<file path="config.mk">
export PLATFORM = sky130hd
export DESIGN_NAME = uart_param_core
export DESIGN_NICKNAME = d
export VERILOG_FILES = /design/src/rtl/uart_pkg.sv /design/src/rtl/uart_tick_gen.sv /design/src/rtl/uart_param_core.sv
export SDC_FILE = /design/constraint.sdc
export NUM_CORES = 1
export LEC_CHECK = 0
export CAP_MARGIN = 10
export CORE_UTILIZATION = 45
export CTS_CLUSTER_DIAMETER = 150
export DETAILED_ROUTE_END_ITERATION = 6
export HOLD_SLACK_MARGIN = 0.02
export PLACE_DENSITY = 0.75
export SLEW_MARGIN = 30
export SYNTH_ARGS = -nofsm -noshare
export SYNTH_HDL_FRONTEND = slang
export SYNTH_HIERARCHICAL = 1
export SYNTH_SLANG_ARGS = --single-unit
export TNS_END_PERCENT = 30
</file>
<file path="constraint.sdc">
create_clock -name Clk -period 9.26 [get_ports Clk]
set_input_delay 2.315 -clock Clk [delete_from_list [all_inputs] [get_ports Clk]]
set_output_delay 2.315 -clock Clk [all_outputs]
set_load 0.05 [all_outputs]
</file>
<file path="src/rtl/uart_pkg.sv">
`default_nettype none
// ============================================================================
// uart_pkg : shared types and constants for uart_param_core
// Revision : 1.0
// ============================================================================
package uart_pkg;

    typedef enum logic [1:0] {
        PARITY_NONE = 2'd0,
        PARITY_ODD  = 2'd1,
        PARITY_EVEN = 2'd2
    } parity_e;

    typedef enum logic [2:0] {
        TX_IDLE   = 3'd0,
        TX_START  = 3'd1,
        TX_DATA   = 3'd2,
        TX_PARITY = 3'd3,
        TX_STOP   = 3'd4
    } tx_state_e;

    typedef enum logic [2:0] {
        RX_IDLE   = 3'd0,
        RX_START  = 3'd1,
        RX_DATA   = 3'd2,
        RX_PARITY = 3'd3,
        RX_STOP   = 3'd4,
        RX_BREAK  = 3'd5
    } rx_state_e;

    localparam int OVERSAMPLE = 16;
    localparam int MID_SAMPLE = 7;

    // Parity bit to transmit (or expect) given the XOR-reduction of the data.
    function automatic logic parity_bit(input logic data_xor, input int mode);
        if (mode == int'(PARITY_ODD)) begin
            return ~data_xor;
        end else if (mode == int'(PARITY_EVEN)) begin
            return data_xor;
        end
        return 1'b0;
    endfunction

endpackage
`default_nettype wire

</file>
<file path="src/rtl/uart_tick_gen.sv">
`default_nettype none
// ============================================================================
// uart_tick_gen : 16x oversampling tick, period BaudDiv+1 clock cycles
// Revision : 1.0
// ============================================================================
module uart_tick_gen #(
    parameter int DIV_W = 16
) (
    input  logic             Clk,
    input  logic             Rst_n,
    input  logic [DIV_W-1:0] BaudDiv,
    output logic             Tick
);

    logic [DIV_W-1:0] r_cnt;
    logic             r_load;

    // Reset holds a constant; the first cycle after reset loads BaudDiv.
    always_ff @(posedge Clk or negedge Rst_n) begin
        if (!Rst_n) begin
            r_cnt  <= '0;
            r_load <= 1'b1;
        end else if (r_load || (r_cnt == '0)) begin
            r_cnt  <= BaudDiv;
            r_load <= 1'b0;
        end else begin
            r_cnt  <= r_cnt - DIV_W'(1);
        end
    end

    assign Tick = !r_load && (r_cnt == '0);

endmodule
`default_nettype wire

</file>
<file path="src/rtl/uart_param_core.sv">
`default_nettype none
// ============================================================================
// uart_param_core : parametrised full-duplex UART, independent TX/RX FSMs
// Revision : 1.0
// ============================================================================
module uart_param_core
    import uart_pkg::*;
#(
    parameter int DATA_W    = 8,
    parameter int PARITY    = 0,
    parameter int STOP_BITS = 1,
    parameter int DIV_W     = 16
) (
    input  logic              Clk,
    input  logic              Rst_n,
    input  logic [DIV_W-1:0]  BaudDiv,
    input  logic [DATA_W-1:0] TxData,
    input  logic              TxValid,
    output logic              TxReady,
    output logic              TxDone,
    output logic              Tx,
    input  logic              Rx,
    output logic [DATA_W-1:0] RxData,
    output logic              RxValid,
    output logic              RxParityErr,
    output logic              RxFrameErr
);

    localparam logic [3:0] c_WIN_LAST     = 4'(OVERSAMPLE - 1);
    localparam logic [3:0] c_MID          = 4'(MID_SAMPLE);
    localparam logic [4:0] c_TX_WIN_LAST  = 5'(OVERSAMPLE - 1);
    localparam logic [4:0] c_TX_STOP_LAST = 5'(STOP_BITS * OVERSAMPLE - 1);
    localparam logic [3:0] c_BIT_LAST     = 4'(DATA_W - 1);
    localparam bit         c_HAS_PAR      = (PARITY != 0);

    logic w_tick;

    uart_tick_gen #(.DIV_W(DIV_W)) u_tick_gen (
        .Clk     (Clk),
        .Rst_n   (Rst_n),
        .BaudDiv (BaudDiv),
        .Tick    (w_tick)
    );

    // ------------------------------------------------------------------ TX
    tx_state_e         r_tx_state, w_tx_next;
    logic [4:0]        r_tx_cnt;
    logic [3:0]        r_tx_bit;
    logic [DATA_W-1:0] r_tx_shift;
    logic              r_tx_par;
    logic              w_tx_accept;
    logic              w_tx_win_end;

    // STOP is one long window covering all stop bits.
    assign w_tx_win_end = w_tick &&
        (r_tx_cnt == ((r_tx_state == TX_STOP) ? c_TX_STOP_LAST : c_TX_WIN_LAST));

    always_ff @(posedge Clk or negedge Rst_n) begin
        if (!Rst_n) r_tx_state <= TX_IDLE;
        else        r_tx_state <= w_tx_next;
    end

    always_comb begin
        w_tx_next = r_tx_state;
        case (r_tx_state)
            TX_IDLE:   if (w_tx_accept)  w_tx_next = TX_START;
            TX_START:  if (w_tx_win_end) w_tx_next = TX_DATA;
            TX_DATA:   if (w_tx_win_end && (r_tx_bit == c_BIT_LAST))
                           w_tx_next = c_HAS_PAR ? TX_PARITY : TX_STOP;
            TX_PARITY: if (w_tx_win_end) w_tx_next = TX_STOP;
            TX_STOP:   if (w_tx_win_end) w_tx_next = TX_IDLE;
            default:   w_tx_next = TX_IDLE;
        endcase
    end

    always_comb begin
        TxReady     = (r_tx_state == TX_IDLE);
        TxDone      = (r_tx_state == TX_STOP) && w_tx_win_end;
        w_tx_accept = TxReady && TxValid;
        case (r_tx_state)
            TX_START:  Tx = 1'b0;
            TX_DATA:   Tx = r_tx_shift[0];
            TX_PARITY: Tx = r_tx_par;
            default:   Tx = 1'b1;
        endcase
    end

    always_ff @(posedge Clk or negedge Rst_n) begin
        if (!Rst_n) begin
            r_tx_cnt   <= '0;
            r_tx_bit   <= '0;
            r_tx_shift <= '0;
            r_tx_par   <= 1'b0;
        end else if (w_tx_accept) begin
            r_tx_shift <= TxData;
            r_tx_par   <= parity_bit(^TxData, PARITY);
            r_tx_cnt   <= '0;
            r_tx_bit   <= '0;
        end else if (w_tick && (r_tx_state != TX_IDLE)) begin
            if (w_tx_win_end) begin
                r_tx_cnt <= '0;
                if (r_tx_state == TX_DATA) begin
                    r_tx_shift <= r_tx_shift >> 1;
                    r_tx_bit   <= r_tx_bit + 4'd1;
                end
            end else begin
                r_tx_cnt <= r_tx_cnt + 5'd1;
            end
        end
    end

    // ------------------------------------------------------------------ RX
    logic              r_rx_meta, r_rx_sync;
    rx_state_e         r_rx_state, w_rx_next;
    logic [3:0]        r_rx_cnt;
    logic [3:0]        r_rx_bit;
    logic [DATA_W-1:0] r_rx_shift;
    logic              r_rx_par;
    logic [DATA_W-1:0] r_rx_data;
    logic              r_rx_valid, r_rx_perr, r_rx_ferr;
    logic              w_rx_mid, w_rx_win_end, w_rx_done, w_rx_perr;

    always_ff @(posedge Clk or negedge Rst_n) begin
        if (!Rst_n) begin
            r_rx_meta <= 1'b1;
            r_rx_sync <= 1'b1;
        end else begin
            r_rx_meta <= Rx;
            r_rx_sync <= r_rx_meta;
        end
    end

    always_ff @(posedge Clk or negedge Rst_n) begin
        if (!Rst_n) r_rx_state <= RX_IDLE;
        else        r_rx_state <= w_rx_next;
    end

    always_comb begin
        w_rx_next = r_rx_state;
        case (r_rx_state)
            RX_IDLE:   if (!r_rx_sync) w_rx_next = RX_START;
            RX_START:  begin
                if (w_rx_mid && r_rx_sync) w_rx_next = RX_IDLE;
                else if (w_rx_win_end)     w_rx_next = RX_DATA;
            end
            RX_DATA:   if (w_rx_win_end && (r_rx_bit == c_BIT_LAST))
                           w_rx_next = c_HAS_PAR ? RX_PARITY : RX_STOP;
            RX_PARITY: if (w_rx_win_end) w_rx_next = RX_STOP;
            // Frame ends at the first stop sample; a low line parks in BREAK.
            RX_STOP:   if (w_rx_mid) w_rx_next = r_rx_sync ? RX_IDLE : RX_BREAK;
            RX_BREAK:  if (r_rx_sync) w_rx_next = RX_IDLE;
            default:   w_rx_next = RX_IDLE;
        endcase
    end

    always_comb begin
        w_rx_mid     = w_tick && (r_rx_cnt == c_MID);
        w_rx_win_end = w_tick && (r_rx_cnt == c_WIN_LAST);
        w_rx_done    = (r_rx_state == RX_STOP) && w_rx_mid;
        w_rx_perr    = c_HAS_PAR && (parity_bit(^r_rx_shift, PARITY) != r_rx_par);
    end

    always_ff @(posedge Clk or negedge Rst_n) begin
        if (!Rst_n) begin
            r_rx_cnt   <= '0;
            r_rx_bit   <= '0;
            r_rx_shift <= '0;
            r_rx_par   <= 1'b0;
            r_rx_data  <= '0;
            r_rx_valid <= 1'b0;
            r_rx_perr  <= 1'b0;
            r_rx_ferr  <= 1'b0;
        end else begin
            if ((r_rx_state == RX_IDLE) || (r_rx_state == RX_BREAK)) begin
                r_rx_cnt <= '0;
                r_rx_bit <= '0;
            end else if (w_tick) begin
                r_rx_cnt <= r_rx_cnt + 4'd1;
                if ((r_rx_state == RX_DATA) && w_rx_win_end) r_rx_bit <= r_rx_bit + 4'd1;
            end
            if ((r_rx_state == RX_DATA) && w_rx_mid)
                r_rx_shift <= {r_rx_sync, r_rx_shift[DATA_W-1:1]};
            if ((r_rx_state == RX_PARITY) && w_rx_mid)
                r_rx_par <= r_rx_sync;
            if (w_rx_done) r_rx_data <= r_rx_shift;
            r_rx_valid <= w_rx_done;
            r_rx_perr  <= w_rx_done && w_rx_perr;
            r_rx_ferr  <= w_rx_done && !r_rx_sync;
        end
    end

    assign RxData      = r_rx_data;
    assign RxValid     = r_rx_valid;
    assign RxParityErr = r_rx_perr;
    assign RxFrameErr  = r_rx_ferr;

endmodule
`default_nettype wire

</file>
**Word-level counts from Yosys, hierarchy flattened**

Index checks and enable logic that the tools add are counted.

- Register bits after elaboration: 68
- Output and inout port bits: 14
- Word-level logic and storage cells: 110
- Input port bits: 28

- Muxes and demuxes: 33
- Equal/unequal tests: 25
- Reductions and logical operators: 32
- Add/subtract/negate cells: 5

Operator list:

| cell | number |
|---|---|
| 3-bit two-way mux | 13 |
| 4-bit two-way mux | 9 |
| 8-bit two-way mux | 4 |
| 2-bit != test (second input constant) | 9 |
| 3-bit case mux with 6 select lines | 1 |
| 16-bit logical NOT | 1 |
| 16-bit two-way mux | 1 |
| 16-bit by 1-bit subtractor with 16-bit output (second input constant) | 1 |
| 5-bit two-way mux | 3 |
| 3-bit case mux with 5 select lines | 1 |
| 1-bit logical AND | 14 |
| 4-bit by 1-bit adder with 4-bit output (second input constant) | 3 |
| 3-bit by 2-bit equality test with 1-bit output (second input constant) | 4 |
| 4-bit by 3-bit equality test with 1-bit output (second input constant) | 3 |
| 2-bit nonzero test | 5 |
| 3-bit equality test (second input constant) | 3 |
| 3-bit by 1-bit equality test with 1-bit output (second input constant) | 2 |
| 3-bit logical NOT | 2 |
| 6-bit AND reduction | 1 |
| 5-bit by 1-bit adder with 5-bit output (second input constant) | 1 |
| 5-bit by 4-bit equality test with 1-bit output (second input constant) | 1 |
| 5-bit AND reduction | 1 |
| 4-bit equality test (second input constant) | 1 |
| 3-bit != test (second input constant) | 1 |
| 8 further kinds | 10 |

**Logic depth before layout (Yosys ltp)**

Gate-level depths: netlist of run 1.

- Word-level depth: 7
- Mapped depth: 12
- Mapped depth without buffers: 9

**By module**

The synthesis of run 1 kept the hierarchy.

Modules (own cells, without submodules):

| module | instances | area an instance (sq um) | cells an instance | seq. area each (sq um) |
|---|---|---|---|---|
| uart_param_core | 1 | 2464.9 | 219 | 1278.7 |
| uart_tick_gen | 1 | 1013.5 | 82 | 426.7 |

**Worst setup path before layout of run 1**

OpenSTA, ideal clock, no wires.

- Kind: register to output
- Start: reg u_tick_gen.r_cnt[0]
- End: out TxDone
- Required time: 6.945 ns
- Buffers on the path: 2
- Path slack: 4.421 ns
- Stages on the path, launching flop included: 11
- Arrival time: 2.524 ns
- Cell sequence: dfrtp_1 -> inv_1 -> ha_1 -> or3b_1 -> buf_6 -> nor3_4 -> nand3_1 -> nor2_1 -> buf_4 -> and2_1 -> and3_1

- Cells in the longest elaborated chain, start to end: 4

RTL lines:

| what | line | text |
|---|---|---|
| from (decl) | uart_tick_gen.sv:15 | `logic [DIV_W-1:0] r_cnt;` |
| from (signal assigned) | uart_tick_gen.sv:24 | `r_cnt <= BaudDiv;` |
| from (signal assigned) | uart_tick_gen.sv:27 | `r_cnt <= r_cnt - DIV_W'(1);` |
| 16-bit logical NOT | uart_tick_gen.sv:31 | `assign Tick = !r_load && (r_cnt == '0);` |
| 1-bit logical AND | uart_tick_gen.sv:31 |  |
| net w_tick | uart_param_core.sv:36 | `logic w_tick;` |
| 1-bit logical AND | uart_param_core.sv:55 | `assign w_tx_win_end = w_tick &&` |
| 1-bit logical AND | uart_param_core.sv:78 | `TxDone = (r_tx_state == TX_STOP) && w_tx_win_end;` |
| to (decl) | uart_param_core.sv:20 | `output logic TxDone,` |

The timed path passes the listed nets, and every way through them passes these cells.

**Worst setup path in the final report of run 1**

Same ends and word-level chain as after synthesis.

==> results.cfg, run 1 <==
[pwr]
power_switching_share = 0.261
power_mw = 0.635
max-vdd-ir-drop_mv = 0.0748
power.net_switching_mw = 0.166
power.sequential.fraction = 0.508
leakagePower_nw = 1.77
power.internal_mw = 0.469
power_per_cell_area_nw_per_um2 = 154
p_comb_frac = 0.086
power_frac_clock = 0.405

[routing]
final_antenna_net_count = 0
drt_pre_antenna_iters = 4
post_drt_wl_per_cell_um = 14.1
drcViolationCount = 0
via_per_inst = 5.38
finalWirelength_um = 6210
first_iter_violations = 90
routed-via-count = 2380

[global_routing]
grt_util_all_layers = 0.164
number_of_antenna_violations_at_the_first_check_in_global_routing = 0
grt_first_pass_wirelength_um = 10700
grt_start_max_net_pins = 69
grt-ovfl-total = 0
number_of_global_route_vias_before_repair = 2296

[die]
die_y_um = 89.9
core-area_um2 = 7370
die_w_um = 89.9
ios = 42
start_util = 0.472
fp.dieArea_um2 = 8090
num_rows = 31

[clock_tree]
clock_tree.root_cell = clkbuf_8
clk_path_buf_depth = 2
tritoncts_num_sinks = 68
clk_transition_reported_paths_ns = 0.08
cts_tree = yes
cts_max_level = 3
cts-buffers-inserted = 9
clkLatencyLatePin_ns = 0.35
cts.hold.buffers_added = 0
postCtsSetupRepairBufs = 0
post_cts_resized = 0

[synthesis]
yosysUniqueCellTypes = 59
ys.warnings.count = 6
seq_area_frac_synth = 0.490
syn_inst = 301
synthesis.area_um2 = 3480
synth_fp_nets = 334
synth-seq-cells = 68
synthesis.area_per_instance_um2 = 11.6
ys_dominant_reg_cell = dfrtp_1
synth_enable_flop_cells = 0
fraction_of_registers_with_async_set_or_reset_after_synthesis = 1.00

[critical_path]
critPathArrivalTime_ns = 3.37
crit_slowest_cell = clkdlybuf4s50_1
setup.worst_path.class = reg -> out
rrSetupSlack_ns = 6.35
crit_path_max_incr_delay_ns = 0.80
start_kind = flop
worst_ep_required_time_ns = 6.95
crit_path_cells = inv_1 > ha_1 > or3b_1 > nor3_4 > nand3_1 > nor2_1 > buf_4 > and2_1 > and3_1 > clkdlybuf4s50_1
r2r_end = RxData[0]$_DFFE_PN0N_
timing.critical_path.to_type = output port
r2r_start = u_tick_gen/r_cnt[0]$_DFF_PN0_
ff2ff_path_depth = 10
critPathMaxFanout = 13

[sta]
rsz0062_at_grt = false
worst_slew_margin_rel = 0.356
setup_viol_count_final = 0
layout_worst_path_cycle_share = 0.614
finalHoldViolCount = 0
post-route-min-period_ns = 5.68
slew_violations = 0
maxClockFrequency_mhz = 176
worstMarginPinSlew_ns = 0.958
fin_ws_ns = 3.58
fin_setup_tns_ns = 0
fin_worst_skew_ns = 0.00643

[place]
routability_driven_placement_congestion_ratio = 0.768
port_buffer_count = 40
pre_cts_slack_ns = 3.93
placed_cells_incl_taps = 426
dp_hpwl_um = 4240

[layout]
final_cell_mix = 65 x dfrtp_1, 39 x clkdlybuf4s50_1, 22 x mux2_2
nets = 371
mostFrequentLayoutCell = dfrtp_1
layout_cells_sized_above_1 = 0.190
fill_cell_total_of_the_finished_layout = 629
area_taken_by_multi_input_logic_gates_um2 = 1640
n_antenna_cell = 0
seqCellArea_um2 = 1710
layout-area-overhead-vs-synth_pct = 18.6
finalNonFillerCells = 442

[hold_path]
min_delay_path_depth = 0
hp-start = r_rx_meta$_DFF_PN1_
min-delay-path-class = reg -> reg
holdPathEnd = r_rx_sync$_DFF_PN1_

[flow_run]
cap_viol_max_count = 0

[run_status]
result_of_the_run = finished clean
## logic make-up (layout without fill, tap and decap cells)
kind of cell / count (synthesis) / after routing / synth area share
buf+inv: 27 / 69 / 0.0417
xor+xnor: 17 / 17 / 0.0428
fa+ha+maj: 5 / 5 / 0.0180
other cells: 2 / 2 / 0.00216
flops: 68 / 68 / 0.490
compound gates: 44 / 44 / 0.0906
simple gates: 100 / 100 / 0.184
mux: 38 / 38 / 0.130
## critical path, delay by kind of cell (launching register included)
| family | cells | cell delay, ns |
|---|---|---|
| and+or+nand+nor | 6 | 1.36 |
| DFF | 1 | 0.39 |
| buffers and inverters | 3 | 1.08 |
| adders and majority gates | 1 | 0.17 |
## power by group through the flow
| stage | combinational (mW) | sequential [mW] | clock, mW |
|---|---|---|---|
| 2_1_floorplan | 0.0346 | 0.325 | 0 |
| 3_3_place_gp | 0.0549 | 0.327 | 0 |
| 3_5_place_dp | 0.0558 | 0.328 | 0 |
| 4_1_cts | 0.0561 | 0.323 | 0.265 |
| 5_1_grt | 0.0605 | 0.324 | 0.278 |
| 6_report | 0.0549 | 0.323 | 0.257 |
## cells in the mapped netlist, types with 6 or more instances
cell,n,area share
dfrtp_1,65,0.47
mux2_2,22,0.071
nand2_1,19,0.021
nand3_1,18,0.026
nor2_1,16,0.017
inv_1,11,0.012
o21ai_0,11,0.016
mux2_4,9,0.039
xor2_1,9,0.023
xnor2_1,8,0.020
mux2i_1,7,0.020
o211ai_1,7,0.015
nor3_1,6,0.0086
## worst max-delay path by stage
stage	startpoint	slack (ns)	end	depth (start not counted)
after floorplan	u_tick_gen/r_cnt[0]$_DFF_PN0_	4.42	TxDone	10
after global placement	u_tick_gen/r_cnt[0]$_DFF_PN0_	4.01	TxDone	10
after detailed placement	u_tick_gen/r_cnt[0]$_DFF_PN0_	3.93	TxDone	10
after CTS	u_tick_gen/r_cnt[0]$_DFF_PN0_	3.54	TxDone	10
after global routing	u_tick_gen/r_cnt[0]$_DFF_PN0_	3.38	TxDone	10
final	u_tick_gen/r_cnt[0]$_DFF_PN0_	3.58	TxDone	10
## through the flow
step / hold slack, ns / instance area [µm²] / util
floorplan: 0.345 / 3480 / -
global placement: 0.348 / 3910 / 0.530
detailed placement: 0.348 / 3920 / 0.532
CTS: 0.361 / 4120 / 0.560
global route: 0.365 / 4120 / 0.560
finish: 0.359 / 4120 / 0.560
## per-layer routing
| layer | GRT usage | wire length [µm] | vias to the layer above |
|---|---|---|---|
| met5 | 0 | 0 | - |
| met3 | 0.0431 | 188 | 10 |
| met1 | 0.220 | 3010 | 1163 |
| met4 | 0.0685 | 121 | 0 |
| li1 | - | - | 1162 |
| met2 | 0.253 | 2890 | 45 |
## final cells by class
cell class,instances,share of cell area
clock buffer,9,0.0300
clock inverter,7,0.0200
inverter,11,0.0100
multi-input combinational,206,0.397
sequential,68,0.414
tap,99,0.0300
timing repair buffer,42,0.0995
## registers in the layout, summed over array words and instances (netlist names)
signal             count
r_tx_state             3
u_tick_gen/r_cnt      16
r_rx_state             3
r_tx_shift             8
r_tx_cnt               5
RxValid                1
r_rx_shift             8
r_rx_cnt               4
r_rx_sync              1
u_tick_gen/r_load      1
r_rx_bit               4
RxFrameErr             1
r_tx_bit               4
RxData                 8
r_rx_meta              1
No activity file was read; power rests on OpenSTA's default activity.
==> run 2, diff against run 1 <==
==> constraint.sdc (replaced) <==
create_clock -name Clk -period 5.6 [get_ports Clk]
set_input_delay 1.4 -clock Clk [delete_from_list [all_inputs] [get_ports Clk]]
set_output_delay 1.4 -clock Clk [all_outputs]
set_load 0.05 [all_outputs]
==> run 2 against run 1 <==
Compared with the run above: routed wire length increased by 3.2%; flip-flop and latch count unchanged; sequential share of layout area decreased by 0.16 points; final cell count unchanged; clock-buffer cell count unchanged; final area increased by 0.39%; critical path type unchanged; critical endpoint unchanged.
==> results.cfg, run 2 (synthesized netlist as in run 1, its figures left out) <==
[sta]
slew_violations = 0
rsz0062_at_grt = false
post-route-min-period_ns = 4.79
layout_worst_path_cycle_share = 0.855
fin_worst_skew_ns = 0.0107
fin_ws_ns = 0.811
worstMarginPinSlew_ns = 0.929
fin_setup_tns_ns = 0
finalHoldViolCount = 0
setup_viol_count_final = 0
maxClockFrequency_mhz = 209
worst_slew_margin_rel = 0.375

[routing]
routed-via-count = 2418
final_antenna_net_count = 0
first_iter_violations = 122
detail_route.wirelength.met1_um = 2980
post_drt_wl_per_cell_um = 14.5
via_per_inst = 5.47
top_layer_used = met4
met2WireLength_um = 3100
finalWirelength_um = 6410
route.met3.wl_um = 230
drt_pre_antenna_iters = 4
drcViolationCount = 0

[global_routing]
number_of_global_route_vias_before_repair = 2510
grt_start_max_net_pins = 69
grt-ovfl-total = 0
grt_util_all_layers = 0.174
number_of_antenna_violations_at_the_first_check_in_global_routing = 0
grt_first_pass_wirelength_um = 11400

[critical_path]
setup.worst_path.start = u_tick_gen/r_cnt[0]$_DFF_PN0_
worst_ep_required_time_ns = 4.20
setup.worst_path.class = reg -> out
crit_path_max_incr_delay_ns = 0.80
critPathArrivalTime_ns = 3.39
crit_slowest_cell = clkdlybuf4s50_1
critPathMaxFanout = 13
start_kind = flop
number_of_cells_on_the_critical_path = 10
crit_path_cells = inv_1 > ha_1 > or3b_1 > nor3_4 > nand3_1 > nor2_1 > buf_4 > and2_1 > and3_1 > clkdlybuf4s50_1
rrSetupSlack_ns = 2.65
r2r_start = u_tick_gen/r_cnt[0]$_DFF_PN0_
cpLargestDelayFamily = simple AND/OR/NAND/NOR gates
ff2ff_path_depth = 10
timing.critical_path.to_type = output port
endpoint = TxDone
r2r_end = RxData[2]$_DFFE_PN0N_
critical_path.n_buffers_inverters = 3

[die]
core-area_um2 = 7370
num_rows = 31
die_y_um = 89.9
ios = 42
fp.dieArea_um2 = 8090
start_util = 0.472
die_w_um = 89.9

[clock_tree]
postCtsSetupRepairBufs = 0
post_cts_resized = 0
cts-buffers-inserted = 9
clk_path_buf_depth = 2
tritoncts_num_sinks = 68
cts_tree = yes
clk_transition_reported_paths_ns = 0.08
cts_max_level = 3
clock_tree.root_cell = clkbuf_8
cts.hold.buffers_added = 0
clkLatencyLatePin_ns = 0.34

[layout]
n_antenna_cell = 0
layout-area-overhead-vs-synth_pct = 19.0
regMostFlops = u_tick_gen/r_cnt
mostFrequentLayoutCell = dfrtp_1
final_cell_mix = 65 x dfrtp_1, 39 x clkdlybuf4s50_1, 22 x mux2_2
layout_cells_sized_above_1 = 0.190
fill_cell_total_of_the_finished_layout = 640
largest_reg_flops = 16
area_taken_by_multi_input_logic_gates_um2 = 1640
nets = 371
seqCellArea_um2 = 1710

[pwr]
leakagePower_nw = 1.78
power_per_cell_area_nw_per_um2 = 260
power_mw = 1.07
max-vdd-ir-drop_mv = 0.136

[run_status]
result_of_the_run = finished clean

[place]
pre_cts_slack_ns = 1.15
routability_driven_placement_congestion_ratio = 0.768
dp_hpwl_um = 4230
port_buffer_count = 40

[flow_run]
cap_viol_max_count = 0

[hold_path]
min-delay-path-class = reg -> reg
==> run 2: cell count changes in the layout (fill, tap and decap cells not counted) <==
cell        previous run  this run
bufinv_16              1         2
clkinv_2               0         1
clkinv_4               0         2
clkinvlp_4             2         1
inv_6                  3         1
inv_8                  1         0
==> run 2: worst min-delay path by stage <==
stage,startpoint,to,cells after the start
CTS,r_rx_meta$_DFF_PN1_,r_rx_sync$_DFF_PN1_,0
global placement,r_rx_meta$_DFF_PN1_,r_rx_sync$_DFF_PN1_,0
global route,r_rx_meta$_DFF_PN1_,r_rx_sync$_DFF_PN1_,0
detailed placement,r_rx_meta$_DFF_PN1_,r_rx_sync$_DFF_PN1_,0
finish,r_rx_meta$_DFF_PN1_,r_rx_sync$_DFF_PN1_,0
floorplan,r_rx_meta$_DFF_PN1_,r_rx_sync$_DFF_PN1_,0
==> run 2: stage by stage <==
step,cells,utilization,hold WS [ns],cell area (µm²)
after floorplan,301,-,0.345,3480
final,442,0.562,0.361,4140
after CTS,442,0.562,0.364,4140
after global routing,442,0.562,0.368,4140
after detailed placement,426,0.532,0.351,3920
after global placement,426,0.530,0.351,3910
==> run 2: worst reg2reg max path: cells and delay by family, from the launching register on <==
kind,cells,cell delay [ns]
adder cells (fa/ha/maj),1,0.18
buffers and inverters,2,0.29
flip-flops,1,0.40
multiplexers,1,0.34
AND/OR/NAND/NOR,6,1.65
==> run 2: where the power goes <==
group          switching (mW)  internal [mW]  total [mW]
sequential             0.0221          0.511       0.533
combinational          0.0400         0.0517      0.0918
clock                   0.197          0.253       0.450
total                   0.259          0.816        1.07
==> run 2: layout make-up <==
type                    instances  share of cell area
well taps                      99              0.0299
multi-input cells             206               0.395
clock buffers                   9              0.0299
repair buffers                 42              0.0991
clock inverters                 7              0.0239
flip-flops and latches         68               0.412
inverters                      11             0.00997
==> run 2: metal layers <==
metal | vias up | global-route usage
li1 | 1160 | -
met1 | 1200 | 0.216
met2 | 50 | 0.291
met3 | 8 | 0.0491
met4 | 0 | 0.0645
met5 | - | 0
